$ cat config.mk
export PLATFORM = sky130hd
export DESIGN_NAME = psa_seq_ctrl
export DESIGN_NICKNAME = d
export VERILOG_FILES = /design/src/rtl/psa_seq_ctrl.sv
export SDC_FILE = /design/constraint.sdc
export NUM_CORES = 1
export LEC_CHECK = 0
export CORE_MARGIN = 2
export CORE_UTILIZATION = 50
export CTS_BUF_LIST = sky130_fd_sc_hd__clkbuf_8
export CTS_CLUSTER_SIZE = 8
export DETAILED_ROUTE_END_ITERATION = 10
export MAX_ROUTING_LAYER = met4
export PLACE_DENSITY = 0.8
export RECOVER_POWER = 100
export SLEW_MARGIN = 15
export SYNTH_ARGS = -nofsm -noshare
export SYNTH_HDL_FRONTEND = slang
export SYNTH_SLANG_ARGS = --single-unit
$ cat constraint.sdc
create_clock -name clk -period 3.7 [get_ports clk]
set_input_delay 0.74 -clock clk [delete_from_list [all_inputs] [get_ports clk]]
set_output_delay 0.74 -clock clk [all_outputs]
set_load 0.005 [all_outputs]
$ cat src/rtl/psa_seq_ctrl.sv
// Paired sub-word add sequencer: one 4-bit saturating adder slice walks the four nibbles LSB first.
// Optional PSA_SEQ_NIBBLE_OVFL_EN exposes per-nibble positive/negative saturation flags.
module psa_seq_ctrl (
    input  logic        clk,
    input  logic        rst,
    input  logic        in_valid,
    output logic        in_ready,
    input  logic [15:0] A,
    input  logic [15:0] B,
    output logic        out_valid,
    input  logic        out_ready,
    output logic [15:0] Sum,
    output logic        Error
`ifdef PSA_SEQ_NIBBLE_OVFL_EN
    ,
    output logic [3:0]  pos_ovfl,
    output logic [3:0]  neg_ovfl
`endif
);

    localparam logic [1:0] S_IDLE = 2'd0;
    localparam logic [1:0] S_CALC = 2'd1;
    localparam logic [1:0] S_DONE = 2'd2;

    logic [1:0]  state;
    logic [1:0]  cnt;
    logic [15:0] a_reg;
    logic [15:0] b_reg;
    logic [15:0] sum_q;

    logic [3:0]  a_nib;
    logic [3:0]  b_nib;
    logic [3:0]  s_nib;
    logic        pos_sat;
    logic        neg_sat;
    logic [3:0]  res_nib;

    // Shared adder slice, operand nibble selected by the sequence counter.
    always_comb begin
        a_nib   = a_reg[{cnt, 2'b00} +: 4];
        b_nib   = b_reg[{cnt, 2'b00} +: 4];
        s_nib   = a_nib + b_nib;
        pos_sat = ~a_nib[3] & ~b_nib[3] &  s_nib[3];
        neg_sat =  a_nib[3] &  b_nib[3] & ~s_nib[3];
        res_nib = s_nib;
        if (pos_sat)
            res_nib = 4'h7;
        else if (neg_sat)
            res_nib = 4'h8;
    end

    assign in_ready  = (state == S_IDLE);
    assign out_valid = (state == S_DONE);
    assign Sum       = sum_q;

`ifdef PSA_SEQ_NIBBLE_OVFL_EN
    logic [3:0] pos_q;
    logic [3:0] neg_q;
    assign pos_ovfl = pos_q;
    assign neg_ovfl = neg_q;
    assign Error    = |{pos_q, neg_q};
`else
    logic err_q;
    assign Error = err_q;
`endif

    always_ff @(posedge clk) begin
        if (rst) begin
            state <= S_IDLE;
            cnt   <= 2'd0;
            a_reg <= 16'h0000;
            b_reg <= 16'h0000;
            sum_q <= 16'h0000;
`ifdef PSA_SEQ_NIBBLE_OVFL_EN
            pos_q <= 4'h0;
            neg_q <= 4'h0;
`else
            err_q <= 1'b0;
`endif
        end else begin
            case (state)
                S_IDLE: begin
                    if (in_valid) begin
                        a_reg <= A;
                        b_reg <= B;
                        cnt   <= 2'd0;
                        sum_q <= 16'h0000;
`ifdef PSA_SEQ_NIBBLE_OVFL_EN
                        pos_q <= 4'h0;
                        neg_q <= 4'h0;
`else
                        err_q <= 1'b0;
`endif
                        state <= S_CALC;
                    end
                end
                S_CALC: begin
                    sum_q[{cnt, 2'b00} +: 4] <= res_nib;
`ifdef PSA_SEQ_NIBBLE_OVFL_EN
                    pos_q[cnt] <= pos_sat;
                    neg_q[cnt] <= neg_sat;
`else
                    err_q <= err_q | pos_sat | neg_sat;
`endif
                    cnt <= cnt + 2'd1;
                    if (cnt == 2'd3)
                        state <= S_DONE;
                end
                S_DONE: begin
                    // No accept here: the result must be released before IDLE takes new work.
                    if (out_ready)
                        state <= S_IDLE;
                end
                default: state <= S_IDLE;
            endcase
        end
    end

endmodule

; Word level (Yosys, flattened, before mapping)
; Cells that the tools add are included.
[op_classes]
addsub = 3
n_mul = 0
n_div = 0
n_lt_le_gt_ge = 0
eq_ne = 6
n_shift = 4
n_mux = 13
bitwise = 9
n_reduce_logical = 5
[op_table]
columns = operator, n
row1 = 16-bit case mux with 2 select lines, 1
row2 = 16-bit by 5-bit variable part select with 4-bit output, 2
row3 = 16-bit bitwise mux, 1
row4 = 16-bit two-way mux, 1
row5 = "4-bit by 6-bit variable shift with 16-bit output, first input constant", 1
row6 = 4-bit by 6-bit variable part select with 16-bit output, 1
row7 = 2-bit two-way mux, 4
row8 = 4-bit two-way mux, 2
row9 = 4-bit negation with 6-bit output, 1
row10 = 2-bit case mux with 3 select lines, 1
row11 = 4-bit adder, 1
row12 = 1-bit bitwise AND, 4
row13 = "2-bit == test, second input constant", 2
row14 = "2-bit != test, second input constant", 2
row15 = 2-bit case mux with 2 select lines, 1
row16 = 2-bit AND reduction, 2
row17 = 1-bit inverter, 3
row18 = 3-bit AND reduction, 1
row19 = "2-bit by 1-bit adder with 2-bit output, second input constant", 1
row20 = "2-bit by 1-bit == test with 1-bit output, second input constant", 1
row21 = 2-bit zero test, 1
row22 = "2-bit by 1-bit != test with 1-bit output, second input constant", 1
row23 = 1-bit OR, 2
row24 = 1-bit case mux with 2 select lines, 1
row25 = other kinds (2), 2
[totals]
ff_bits = 53
latchBits = 0
ram_bits = 0
rom_bits = 0
out_inout_bits = 19
mem_count = 0

; Depth between registers and ports, before layout
[logic_depth]
depth_word = 9
mapped_depth = 9

; Least setup slack after synthesis
; Ideal clock, no wire load.
[synth_path]
kind = register -> register
start = register cnt[0]
end = register sum_q[10] (netlist: Sum[10])
arrival_time_ps = 2524
t_required_ps = 3626
setup_slack_ps = 1101
path_stages_with_launch = 9
path_cell_list = dfxtp_1 -> buf_6 -> mux4_2 -> ha_1 -> a21o_1 -> a21oi_4 -> mux2_4 -> a21o_1 -> o21ai_0
[synth_via]
elab_chain_len = 9
[synth_lines]
columns = element, line_no
row1 = "start, declared", 26  ; logic [1:0] cnt;
row2 = "start signal, assigned", 105  ; cnt <= cnt + 2'd1;
row3 = "16-bit by 5-bit variable part select with 4-bit output, on equally long branches", "40, 41"
row4 = 4-bit adder, 42  ; s_nib = a_nib + b_nib;
row5 = 1-bit inverter, 44  ; neg_sat = a_nib[3] & b_nib[3] & ~s_nib[3];
row6 = 1-bit bitwise AND, 44
row7 = 4-bit two-way mux, 48  ; else if (neg_sat)
row8 = 4-bit two-way mux, 46  ; if (pos_sat)
row9 = 4-bit by 6-bit variable part select with 16-bit output, 98  ; sum_q[{cnt, 2'b00} +: 4] <= res_nib;
row10 = 16-bit bitwise mux (*), 98
row11 = 16-bit case mux with 2 select lines (*), 81  ; case (state)
row12 = "end signal, assigned by index", 98
row13 = "end, declared", 29  ; logic [15:0] sum_q;
; Mark *: on every way between the ends. The rest lies on a longest branch, timed or not.
; A chain may end at the register's enable or synchronous reset.

; Worst setup path in the final report
[layout_path]
start = register cnt[0]
end = register sum_q[11] (netlist: Sum[11])
; The elaborated chain is that of the path after synthesis.

==> summary.md <==
• outcome: finished, final reports clean
• Cell Rows: 25
• transition time at the pin with the least slew margin: 1.40 ns
• die outline height: 73.3 um
• largest net degree at the start of global routing: 36
• Syn. warnings: 0
• Std-Cell Core Area: 4660 um^2
• sequential element share of the synthesized area: 0.442
• most frequent cells after synthesis: sky130_fd_sc_hd__nand2_1 (88), sky130_fd_sc_hd__dfxtp_1 (53), sky130_fd_sc_hd__a21oi_1 (42)
• Layout Skew: 0.00526 ns
• Clk Tree Root Cell: sky130_fd_sc_hd__clkbuf_8
• Final min period: 3.09 ns
• Unique masters post-synth: 35
• number of diodes added for antenna fixing: 0
• Hold WC Path Type: reg2reg
• most frequently used flop master after synthesis: sky130_fd_sc_hd__dfxtp_1
• switching part of the total power: 0.272
• number of I/O port buffers: 54
• RSZ-0062 raised after global routing: false
• HPWL after detailed placement: 3900 um
• start-to-end type of the worst setup path: reg2reg
• portion of total power attributed to sequential cells: 0.548
• number of hold-slack violations in the final timing report: 0
• H-tree levels: 2
• clock latency reported for the late side of the worst-skew pair: 0.30 ns
• # hold bufs at CTS: 0
• number of max-slew violations in the final report: 0
• arrival time at the worst endpoint: 3.28 ns
• crit path capture type: flop
• DRC marker count from the first detailed-route iteration: 95
• Max rail drop VDD: 0.276 mV
• setup slack at placement: 0.684 ns
• net count of the mapped netlist: 327
• antenna violations before repair: 0
• required time reported for the critical path endpoint: 3.88 ns
• vias in the first global route: 1949
• number of enable flip-flop cells after synthesis: 0
• final wirelength: 5110 um
• area of the mapped netlist: 2400 um^2
• cell types with the largest area share after synthesis: sky130_fd_sc_hd__dfxtp_1 (44%), sky130_fd_sc_hd__nand2_1 (14%), sky130_fd_sc_hd__a21oi_1 (8.8%)
• maximum number of buffers from clock root to sink: 2
• post-cts resize count: 0
• power dissipated by switching net loads: 0.308 mW
• synthesized area per cell: 8.54 um^2
• Max-cap violations: 0
• Max Fclk: 0.323 GHz
• worst rel slew slack: 0.0640
• clock input transition at the sequential cells of the worst setup and hold paths: 0.09 ns
• flip-flop and latch count after synthesis: 53
• global-route congestion overflow total: 0
• Async S/R FF share, synth: 0
• DRC violations left: 0
• combined global-route utilization of all metal layers: 0.215
• top-level I/O count: 55
• CTS tree: done
• post-layout instance area: 3000 um^2
• clock power share: 0.279
• via density per instance: 5.41
• leakage: 1.20 nW
• number of clock sinks: 53
• global-route wire length before repair: 8600 um
• first-pass detailed-route iteration total: 4
• routability congestion estimate: 0.913
• Area after DPL: 2950 um^2
• starting density of the core: 0.515
• Chip Width: 73.3 um
• number of CTS-inserted buffers: 5
• buffer count from post-CTS setup fixing: 0
• Internal Power: 0.822 mW
• peak fanout along the critical path: 15
• Total Negative Setup Slacks: 0 ns
• cell type with the largest total area after synthesis: sky130_fd_sc_hd__dfxtp_1
• proportion of netlist area held by the largest area contributor: 0.442
• synthesis-to-layout area growth: 25.1%
• worst path setup slack after routing: 0.608 ns
• most common cell in the synthesized netlist: sky130_fd_sc_hd__nand2_1
• ANT nets after route: 0
• post-route fraction of the period consumed by the critical path: 0.836
• Avg WL per Cell: 13.3 um
• overall die area: 5370 um^2
• P per Cell Area: 376 nW/um^2
• gate count after technology mapping: 281
• final layout net count: 375
• Gate power share: 0.173
• startpoint type of the worst setup path: flop
• total power consumption of the routed design: 1.13 mW
• routed via count: 2077
• final count of negative-setup-slack endpoints: 0
• fraction of layout cells with a size suffix above 1: 0.0636
==> stage by stage <==
stage	cells	hold WS [ns]	utilization
2_1_floorplan	281	0.433	-
3_3_place_gp	376	0.439	0.633
3_5_place_dp	376	0.446	0.633
4_1_cts	384	0.459	0.650
5_1_grt	384	0.478	0.644
6_report	384	0.458	0.644
==> per-layer routing <==
metal | share of wire | GRT usage | up-vias
met3 | 0.053 | 0.0453 | 12
met5 | 0 | - | -
li1 | - | - | 1039
met4 | 0.022 | 0.0885 | 0
met1 | 0.43 | 0.257 | 951
met2 | 0.50 | 0.351 | 75
==> final cells by class <==
type	count	area [um^2]
Sequential cell	53	1060
Fill cell	415	1660
Clock inverter	3	13.8
Multi-Input combinational cell	207	1220
Inverter	5	18.8
Tap cell	54	67.6
Clock buffer	5	68.8
Timing Repair Buffer	57	556
==> placed cells by master, fill, tap and decap left out <==
cell type	count
sky130_fd_sc_hd__nor2_1	12
sky130_fd_sc_hd__a21o_1	2
sky130_fd_sc_hd__buf_4	1
sky130_fd_sc_hd__a22oi_1	1
sky130_fd_sc_hd__nand3_1	3
sky130_fd_sc_hd__nor2_2	1
sky130_fd_sc_hd__nand2b_4	1
sky130_fd_sc_hd__o21bai_1	1
sky130_fd_sc_hd__fa_1	1
sky130_fd_sc_hd__clkinv_2	2
sky130_fd_sc_hd__a21oi_4	1
sky130_fd_sc_hd__o21ai_2	2
sky130_fd_sc_hd__nor3b_1	1
sky130_fd_sc_hd__nand2_1	88
sky130_fd_sc_hd__nor3_1	1
sky130_fd_sc_hd__clkbuf_1	2
sky130_fd_sc_hd__a21oi_1	42
sky130_fd_sc_hd__mux2_1	1
sky130_fd_sc_hd__nand4b_1	1
sky130_fd_sc_hd__xnor2_1	1
sky130_fd_sc_hd__nand4_1	2
sky130_fd_sc_hd__dfxtp_1	53
sky130_fd_sc_hd__dlygate4sd3_1	20
sky130_fd_sc_hd__mux4_2	8
sky130_fd_sc_hd__and2_1	1
sky130_fd_sc_hd__nor2b_1	4
sky130_fd_sc_hd__clkbuf_8	5
sky130_fd_sc_hd__clkdlybuf4s50_1	34
sky130_fd_sc_hd__mux2i_1	2
sky130_fd_sc_hd__ha_1	9
sky130_fd_sc_hd__o21ai_0	16
sky130_fd_sc_hd__nand2b_1	2
sky130_fd_sc_hd__or2_1	1
sky130_fd_sc_hd__inv_1	6
sky130_fd_sc_hd__o211ai_1	1
sky130_fd_sc_hd__o31ai_1	1
==> cells by family after synthesis <==
logic type	synth area share
DFF	0.442
buffers and inverters	0.0417
adders and majority gates	0.0553
AOI/OAI and AO/OA	0.159
xor gates and xnor gates	0.00365
and+or+nand+nor	0.209
muxes	0.0897
==> final timing paths <==
| kind | startpoint | endpoint | slack [ns] | cells after the start |
|---|---|---|---|---|
| max | cnt[0]$_SDFFE_PP0P_ | Sum[11]$_SDFFE_PP0P_ | 0.61 | 7 |
| min | b_reg[14]$_SDFFE_PP0P_ | b_reg[14]$_SDFFE_PP0P_ | 0.46 | 2 |
| max reg2reg | cnt[0]$_SDFFE_PP0P_ | Sum[11]$_SDFFE_PP0P_ | 0.61 | 7 |
| min reg2reg | b_reg[14]$_SDFFE_PP0P_ | b_reg[14]$_SDFFE_PP0P_ | 0.46 | 2 |
==> worst max-delay path, cell delays in order (launching register included) <==
cell	delay (ns)
sky130_fd_sc_hd__dfxtp_1	0.79
sky130_fd_sc_hd__mux4_2	0.63
sky130_fd_sc_hd__ha_1	0.34
sky130_fd_sc_hd__a21o_1	0.21
sky130_fd_sc_hd__a21oi_4	0.23
sky130_fd_sc_hd__mux2i_1	0.35
sky130_fd_sc_hd__o21bai_1	0.27
sky130_fd_sc_hd__o21ai_0	0.15
==> power by group through the flow <==
stage,Combinational (mW),Clock (mW),Sequential [mW]
after floorplan,0.140,0,0.621
after global placement,0.199,0,0.632
after detailed placement,0.204,0,0.633
after CTS,0.205,0.318,0.620
after global routing,0.220,0.338,0.623
final,0.195,0.315,0.619
Power figures use the tool's default switching activity.
